### config.mk
export PLATFORM = sky130hd
export DESIGN_NAME = arf_rat_flat
export DESIGN_NICKNAME = d
export VERILOG_FILES = /design/src/rtl/arf_rat_if.sv /design/src/rtl/arf_rat.sv /design/src/flat_wrapper.sv
export SDC_FILE = /design/constraint.sdc
export NUM_CORES = 2
export LEC_CHECK = 0
export BUFFER_PORTS_ARGS = -buffer_cell sky130_fd_sc_hd__clkbuf_2
export CAP_MARGIN = 5
export CORE_MARGIN = 5
export CORE_UTILIZATION = 45
export DETAILED_ROUTE_END_ITERATION = 8
export GPL_TIMING_DRIVEN = 0
export MAX_ROUTING_LAYER = met4
export PLACE_DENSITY = 0.67
export SYNTH_ARGS = -nofsm -noshare
export SYNTH_HDL_FRONTEND = slang
export SYNTH_SLANG_ARGS = --single-unit
### constraint.sdc
create_clock -name clk -period 15.3 [get_ports clk]
set_input_delay 2.295 -clock clk [delete_from_list [all_inputs] [get_ports clk]]
set_output_delay 2.295 -clock clk [all_outputs]
set_load 0.02 [all_outputs]
### src/rtl/arf_rat_if.sv
// Dispatch/retire/lookup bundle between the rename stage, ROB retire port and the ARF+RAT.
// The master drives updates and lookup addresses; the slave returns lookup results and the rename count.
interface arf_rat_if #(
  parameter int ARF_ID_WIDTH   = 5,
  parameter int REG_DATA_WIDTH = 32,
  parameter int ROB_ID_WIDTH   = 4
);
  logic                      dispatch_fire;
  logic                      dispatch_dst_valid;
  logic [ARF_ID_WIDTH-1:0]   dispatch_dst_arf_id;
  logic [ROB_ID_WIDTH-1:0]   dispatch_rob_id;

  logic                      retire;
  logic [ROB_ID_WIDTH-1:0]   retire_rob_id;
  logic [ARF_ID_WIDTH-1:0]   retire_arf_id;
  logic [REG_DATA_WIDTH-1:0] retire_reg_data;

  logic                      flush;

  logic [ARF_ID_WIDTH-1:0]   src1_arf_id;
  logic                      src1_renamed;
  logic [ROB_ID_WIDTH-1:0]   src1_rob_id;
  logic [REG_DATA_WIDTH-1:0] src1_reg_data;

  logic [ARF_ID_WIDTH-1:0]   src2_arf_id;
  logic                      src2_renamed;
  logic [ROB_ID_WIDTH-1:0]   src2_rob_id;
  logic [REG_DATA_WIDTH-1:0] src2_reg_data;

  logic [ARF_ID_WIDTH:0]     n_renamed;

  modport master (
    output dispatch_fire, dispatch_dst_valid, dispatch_dst_arf_id, dispatch_rob_id,
    output retire, retire_rob_id, retire_arf_id, retire_reg_data,
    output flush,
    output src1_arf_id, src2_arf_id,
    input  src1_renamed, src1_rob_id, src1_reg_data,
    input  src2_renamed, src2_rob_id, src2_reg_data,
    input  n_renamed
  );

  modport slave (
    input  dispatch_fire, dispatch_dst_valid, dispatch_dst_arf_id, dispatch_rob_id,
    input  retire, retire_rob_id, retire_arf_id, retire_reg_data,
    input  flush,
    input  src1_arf_id, src2_arf_id,
    output src1_renamed, src1_rob_id, src1_reg_data,
    output src2_renamed, src2_rob_id, src2_reg_data,
    output n_renamed
  );
endinterface

### src/rtl/arf_rat.sv
// Architectural register file + rename alias table: two 0-cycle lookups with retire bypass, updates on the edge.
// No backpressure: every retire/dispatch/flush presented is absorbed in the cycle it arrives.
module arf_rat #(
  parameter int N_ARF          = 32,
  parameter int ARF_ID_WIDTH   = 5,
  parameter int REG_DATA_WIDTH = 32,
  parameter int ROB_ID_WIDTH   = 4
) (
  input  logic      clk,
  input  logic      rst_aL,
  arf_rat_if.slave  bus
);

  logic [REG_DATA_WIDTH-1:0] data_q [N_ARF];
  logic [REG_DATA_WIDTH-1:0] data_d [N_ARF];
  logic [ROB_ID_WIDTH-1:0]   tag_q  [N_ARF];
  logic [ROB_ID_WIDTH-1:0]   tag_d  [N_ARF];
  logic [N_ARF-1:0]          renamed_q;
  logic [N_ARF-1:0]          renamed_d;
  logic [ARF_ID_WIDTH:0]     n_renamed_q;
  logic [ARF_ID_WIDTH:0]     n_renamed_d;

  logic retire_ok;
  logic dispatch_ok;

  assign retire_ok   = bus.retire && (bus.retire_arf_id != '0);
  assign dispatch_ok = bus.dispatch_fire && bus.dispatch_dst_valid &&
                       (bus.dispatch_dst_arf_id != '0) && !bus.flush;

  always_comb begin
    data_d      = data_q;
    tag_d       = tag_q;
    renamed_d   = renamed_q;
    n_renamed_d = '0;

    if (retire_ok) begin
      data_d[bus.retire_arf_id] = bus.retire_reg_data;
      // A younger rename of the same register keeps it pending.
      if (tag_q[bus.retire_arf_id] == bus.retire_rob_id) begin
        renamed_d[bus.retire_arf_id] = 1'b0;
      end
    end

    if (bus.flush) begin
      renamed_d = '0;
    end else if (dispatch_ok) begin
      renamed_d[bus.dispatch_dst_arf_id] = 1'b1;
      tag_d[bus.dispatch_dst_arf_id]     = bus.dispatch_rob_id;
    end

    for (int i = 0; i < N_ARF; i++) begin
      n_renamed_d = n_renamed_d + (ARF_ID_WIDTH+1)'(renamed_d[i]);
    end
  end

  always_ff @(posedge clk or negedge rst_aL) begin
    if (!rst_aL) begin
      for (int i = 0; i < N_ARF; i++) begin
        data_q[i] <= '0;
        tag_q[i]  <= '0;
      end
      renamed_q   <= '0;
      n_renamed_q <= '0;
    end else begin
      data_q      <= data_d;
      tag_q       <= tag_d;
      renamed_q   <= renamed_d;
      n_renamed_q <= n_renamed_d;
    end
  end

  logic bypass1;
  logic bypass2;
  logic zero1;
  logic zero2;

  // Retire of the exact producer forwards its result; a stale tag does not.
  assign bypass1 = bus.retire && (bus.retire_arf_id == bus.src1_arf_id) &&
                   renamed_q[bus.src1_arf_id] && (tag_q[bus.src1_arf_id] == bus.retire_rob_id);
  assign bypass2 = bus.retire && (bus.retire_arf_id == bus.src2_arf_id) &&
                   renamed_q[bus.src2_arf_id] && (tag_q[bus.src2_arf_id] == bus.retire_rob_id);
  assign zero1   = (bus.src1_arf_id == '0);
  assign zero2   = (bus.src2_arf_id == '0);

  always_comb begin
    bus.src1_renamed  = renamed_q[bus.src1_arf_id] && !bypass1 && !zero1;
    bus.src1_rob_id   = tag_q[bus.src1_arf_id];
    bus.src1_reg_data = zero1   ? '0 :
                        bypass1 ? bus.retire_reg_data : data_q[bus.src1_arf_id];

    bus.src2_renamed  = renamed_q[bus.src2_arf_id] && !bypass2 && !zero2;
    bus.src2_rob_id   = tag_q[bus.src2_arf_id];
    bus.src2_reg_data = zero2   ? '0 :
                        bypass2 ? bus.retire_reg_data : data_q[bus.src2_arf_id];

    bus.n_renamed     = n_renamed_q;
  end

endmodule

### src/flat_wrapper.sv
// flat-port wrapper written by rule: the top's interface ports become plain ports
module arf_rat_flat 
#(
  parameter int N_ARF          = 32,
  parameter int ARF_ID_WIDTH   = 5,
  parameter int REG_DATA_WIDTH = 32,
  parameter int ROB_ID_WIDTH   = 4
)
  (clk, rst_aL, bus_dispatch_fire, bus_dispatch_dst_valid, bus_dispatch_dst_arf_id, bus_dispatch_rob_id, bus_retire, bus_retire_rob_id, bus_retire_arf_id, bus_retire_reg_data, bus_flush, bus_src1_arf_id, bus_src2_arf_id, bus_src1_renamed, bus_src1_rob_id, bus_src1_reg_data, bus_src2_renamed, bus_src2_rob_id, bus_src2_reg_data, bus_n_renamed);
  arf_rat_if #(.ARF_ID_WIDTH(ARF_ID_WIDTH), .REG_DATA_WIDTH(REG_DATA_WIDTH), .ROB_ID_WIDTH(ROB_ID_WIDTH)) bus_i ();
  input  logic clk;
  input  logic rst_aL;
  input wire logic [$bits(bus_i.dispatch_fire)-1:0] bus_dispatch_fire;
  input wire logic [$bits(bus_i.dispatch_dst_valid)-1:0] bus_dispatch_dst_valid;
  input wire logic [$bits(bus_i.dispatch_dst_arf_id)-1:0] bus_dispatch_dst_arf_id;
  input wire logic [$bits(bus_i.dispatch_rob_id)-1:0] bus_dispatch_rob_id;
  input wire logic [$bits(bus_i.retire)-1:0] bus_retire;
  input wire logic [$bits(bus_i.retire_rob_id)-1:0] bus_retire_rob_id;
  input wire logic [$bits(bus_i.retire_arf_id)-1:0] bus_retire_arf_id;
  input wire logic [$bits(bus_i.retire_reg_data)-1:0] bus_retire_reg_data;
  input wire logic [$bits(bus_i.flush)-1:0] bus_flush;
  input wire logic [$bits(bus_i.src1_arf_id)-1:0] bus_src1_arf_id;
  input wire logic [$bits(bus_i.src2_arf_id)-1:0] bus_src2_arf_id;
  output wire logic [$bits(bus_i.src1_renamed)-1:0] bus_src1_renamed;
  output wire logic [$bits(bus_i.src1_rob_id)-1:0] bus_src1_rob_id;
  output wire logic [$bits(bus_i.src1_reg_data)-1:0] bus_src1_reg_data;
  output wire logic [$bits(bus_i.src2_renamed)-1:0] bus_src2_renamed;
  output wire logic [$bits(bus_i.src2_rob_id)-1:0] bus_src2_rob_id;
  output wire logic [$bits(bus_i.src2_reg_data)-1:0] bus_src2_reg_data;
  output wire logic [$bits(bus_i.n_renamed)-1:0] bus_n_renamed;
  assign bus_i.dispatch_fire = bus_dispatch_fire;
  assign bus_i.dispatch_dst_valid = bus_dispatch_dst_valid;
  assign bus_i.dispatch_dst_arf_id = bus_dispatch_dst_arf_id;
  assign bus_i.dispatch_rob_id = bus_dispatch_rob_id;
  assign bus_i.retire = bus_retire;
  assign bus_i.retire_rob_id = bus_retire_rob_id;
  assign bus_i.retire_arf_id = bus_retire_arf_id;
  assign bus_i.retire_reg_data = bus_retire_reg_data;
  assign bus_i.flush = bus_flush;
  assign bus_i.src1_arf_id = bus_src1_arf_id;
  assign bus_i.src2_arf_id = bus_src2_arf_id;
  assign bus_src1_renamed = bus_i.src1_renamed;
  assign bus_src1_rob_id = bus_i.src1_rob_id;
  assign bus_src1_reg_data = bus_i.src1_reg_data;
  assign bus_src2_renamed = bus_i.src2_renamed;
  assign bus_src2_rob_id = bus_i.src2_rob_id;
  assign bus_src2_reg_data = bus_i.src2_reg_data;
  assign bus_n_renamed = bus_i.n_renamed;
  arf_rat #(.N_ARF(N_ARF), .ARF_ID_WIDTH(ARF_ID_WIDTH), .REG_DATA_WIDTH(REG_DATA_WIDTH), .ROB_ID_WIDTH(ROB_ID_WIDTH)) u_core (.clk(clk), .rst_aL(rst_aL), .bus(bus_i));
endmodule
==> Flow_metrics.wiki <==
{| class="wikitable"
! Metric !! Value
|-
| Worst Hold Path Cells || 1
|-
| Post-route design area || 75010 sq um
|-
| Total number of placement rows || ~140
|-
| Clock Sinks || 1190
|-
| Chip Height || around 400 um
|-
| Root buffer cell || clkbuf_16
|-
| Global placer's final weighted congestion || between 1 and 1.5
|-
| Capture instance of the worst register-to-register path || u_core.bus.n_renamed[4]
|-
| Hold Path End || u_core.data_q[1017]
|-
| Syn Nets || roughly 4.6k
|-
| Leading cell types by total area after synthesis || dfrtp_1 (45%), mux4_2 (23%), mux2_2 (20%), clkbuf_1 (1.6%), nand2_1 (1.0%)
|-
| Clock slew seen by the registers of the worst setup and hold paths || 0.06 ns
|-
| Top fanout value on the critical path || 10
|-
| Max Clk Rate || 97.93 MHz
|-
| Worst setup slack before clock tree synthesis || 5.354 ns
|-
| Clock tree from TritonCTS || yes
|-
| Register-to-register setup slack || 8.05 ns
|-
| Number of standard cells in the layout, taps in and fillers out || 6800
|-
| Global-route wire length before repair || ~350000 um
|-
| Synthesis warning total || 0
|-
| Number of buffers inserted by post-CTS setup repair || 0
|-
| Pwr Density || 127.2 nW/um^2
|-
| Hold_sp || u_core.data_q[1017]
|-
| Final hold violation count || 0
|-
| Overall routing resource usage || 32.54%
|-
| Level count of the clock H-tree || 4
|-
| Proportion of synthesized flip-flops having asynchronous set or reset || 100.0%
|-
| R2R depth || 24
|-
| Core utilization of the finished layout || 50.80%
|-
| Share of layout cells above drive strength 1 || about half
|-
| Post-detailed-route DRC marker count || 0
|-
| Initial core utilization || 45.26%
|-
| Final worst setup slack || 5.089 ns
|-
| Number of pins exceeding their max-slew limit in the final report || 11
|-
| Sum of negative setup slack || 0 ns
|-
| Overflow after GRT || 0
|-
| Leakage power total || 32.12 nW
|-
| Worst setup SP type || input pin
|-
| Most used DFF post-synth || dfrtp_1
|-
| Resize count post-CTS || 0
|-
| Endpoint kind of the worst setup timing path || output pin
|-
| Minimum period implied by the final worst setup slack || 10.21 ns
|-
| Total cell area at the placement stage || 70320 sq um
|-
| Largest net degree at the start of global routing || between 100 and 150
|-
| Sum of routed wire length over all layers || 248300 um
|-
| Area Growth Syn to Fin || 12.24%
|-
| Number of hold-repair buffers added at the cts stage || 0
|-
| Detailed Route Iter0 Violations || 6216
|-
| Post-synthesis instance total || ~4.5k
|-
| Max-cap violations || 1
|-
| Final-stage net count || 4852
|-
| FF+latch count, synth || 1190
|-
| Final ANT Viol Nets || 0
|-
| Worst Hold Class || reg -> reg
|-
| Die boundary width || ~400 um
|-
| Worst slew slack as a fraction of its limit || -2.615%
|-
| Crit path arrival time || 7.92 ns
|-
| Initial antenna violation count || 17
|-
| Startpoint of the worst-slack reg-to-reg timing path || u_core.tag_q[82]
|-
| Hold_ws || 0.4804 ns
|-
| Per-cell via count in the routed design || between 6 and 7
|-
| WL per Instance || 36.51 um
|-
| Synthesized area per cell || ~15 sq um
|-
| 1st-pass router iterations || 6
|-
| Number of vias in the routed layout || 46.92k
|-
| Area of the core || roughly 150000 sq um
|-
| Max IR drop VDD || 0.1138 mV
|-
| Cells after DPL || roughly 6.5k
|-
| Start-to-end type of the worst setup path || in -> out
|-
| Count of different cell masters after synthesis || 70
|-
| Number of enable flip-flop cells after synthesis || 0
|-
| Port Buffers || 135
|-
| Sequential cell area fraction in the yosys report || 44.56%
|-
| Transition time at the pin with the least slew margin || 1.539 ns
|-
| Fill cell total of the finished layout || 12.46k
|-
| Setup repair after global routing missed its margin || no
|-
| PnR Total Power || 9.538 mW
|-
| Outcome || finished with violations
|-
| Final-report setup violation count || 0
|-
| Detailed-placement wirelength estimate || around 180000 um
|-
| Insertion delay to the later sink of the worst-skew pair || around 0.8 ns
|-
| Post-synthesis cell type with the largest combined area || dfrtp_1
|-
| Total CTS buffers || 134
|-
| Worst Clk Skew || ~0.021 ns
|-
| Post-route clock period utilization || roughly 67%
|-
| Die area || 156300 sq um
|-
| Clock Tree Buf Depth || 3
|-
| Required time of the critical path || 13.01 ns
|-
| Failing checks || capacitance limit, slew limit
|-
| Number of ports placed on the die boundary || 146
|-
| Cell area after technology mapping || 66830 sq um
|-
| Area share of the largest cell type after synthesis || 44.56%
|-
| Via count of the first global-routing pass || 47.52k
|}
-- cell usage after synthesis, types with 10 or more instances --
| master | n |
|---|---|
| a21oi_2 | 17 |
| mux2i_1 | 66 |
| nor3_1 | 30 |
| a21o_1 | 18 |
| nand4_1 | 36 |
| dfrtp_1 | 1190 |
| nor2b_1 | 27 |
| mux2_2 | 1171 |
| nor2_1 | 51 |
| buf_2 | 73 |
| a22oi_1 | 21 |
| or2_2 | 38 |
| xnor2_1 | 10 |
| o31ai_1 | 25 |
| nor3b_1 | 10 |
| o21ai_0 | 22 |
| a21oi_1 | 56 |
| o22ai_1 | 36 |
| and3b_1 | 10 |
| nand3_1 | 23 |
| mux4_2 | 684 |
| clkbuf_1 | 286 |
| nand2_1 | 183 |
| buf_1 | 91 |
| buf_4 | 30 |
| a32o_1 | 20 |
| o211ai_1 | 34 |
| inv_1 | 42 |
| fa_1 | 24 |
| and3_1 | 10 |
| buf_6 | 20 |
-- how the worst max path moves through the flow --
stage | endpoint | start | slack, ns
CTS | bus_src2_reg_data[20] | bus_src2_arf_id[1] | 5.53
detailed placement | u_core.bus.n_renamed[4] | bus_retire_arf_id[2] | 5.35
global placement | u_core.data_q[232] | rst_aL | -17.76
floorplan | u_core.bus.n_renamed[4] | bus_retire_arf_id[0] | 6.61
global route | bus_src2_reg_data[20] | bus_src2_arf_id[1] | 5.42
finish | bus_src2_reg_data[20] | bus_src2_arf_id[1] | 5.09
-- state kept, by name, indices dropped and copies added (netlist names) --
name,count
u_core.tag_q,128
u_core.data_q,1024
u_core.bus.n_renamed,6
u_core.renamed_q,32
-- worst max-delay path, cell delays in order --
cell	delay (ns)
clkbuf_2	0.11
buf_4	0.28
buf_4	0.32
buf_4	0.32
buf_4	0.37
buf_2	0.53
buf_1	1.17
mux4_2	0.42
o22ai_1	0.08
nor3_1	0.56
a21oi_1	0.08
o31ai_1	0.99
clkbuf_2	0.34
-- cells by family (layout without fill, tap and decap cells) --
group	after synthesis	after routing	synth area share [%]
simple gates	450	450	3.349
flops	1190	1190	44.56
compound gates	285	285	3.070
xor+xnor	20	20	0.2733
fa+ha+maj	32	32	0.8687
buf+inv	552	948	3.757
other cells	0	15	0
mux	1930	1930	44.12
-- power breakdown --
| group | internal (mW) | total (mW) | switching, mW |
|---|---|---|---|
| logic | 1.15 | 2.10 | 0.941 |
| registers | 3.69 | 4.09 | 0.401 |
| clock network | 1.96 | 3.35 | 1.39 |
-- cell type report --
class,instances,area (sq um),area share [%]
Inverter,46,172.7,0.2302
Buffer,506,2341,3.121
Antenna cell,15,37.54,0.05004
Sequential cell,1190,29780,39.70
Clock inverter,48,533.0,0.7106
Tap cell,1930,2415,3.219
Multi-Input combinational cell,2717,34550,46.05
Clock buffer,189,3968,5.289
Timing Repair Buffer,159,1221,1.628
-- cells in the final DEF, fill, tap and decap left out, drive strengths merged, types with 38 or more instances in the layout --
cell	instances
a21oi	73
mux2i	66
nor2	51
mux2	1171
buf	242
inv	50
dfrtp	1190
clkbuf	612
mux4	693
or2	38
nand2	183
-- layer usage --
metal  global-route usage, %  routed length, um
met3                   9.914              29740
met5                       -                  0
met2                   45.34             106800
met4                   17.54              16490
met1                   42.85              95240
(Power assumes the default switching activity.)
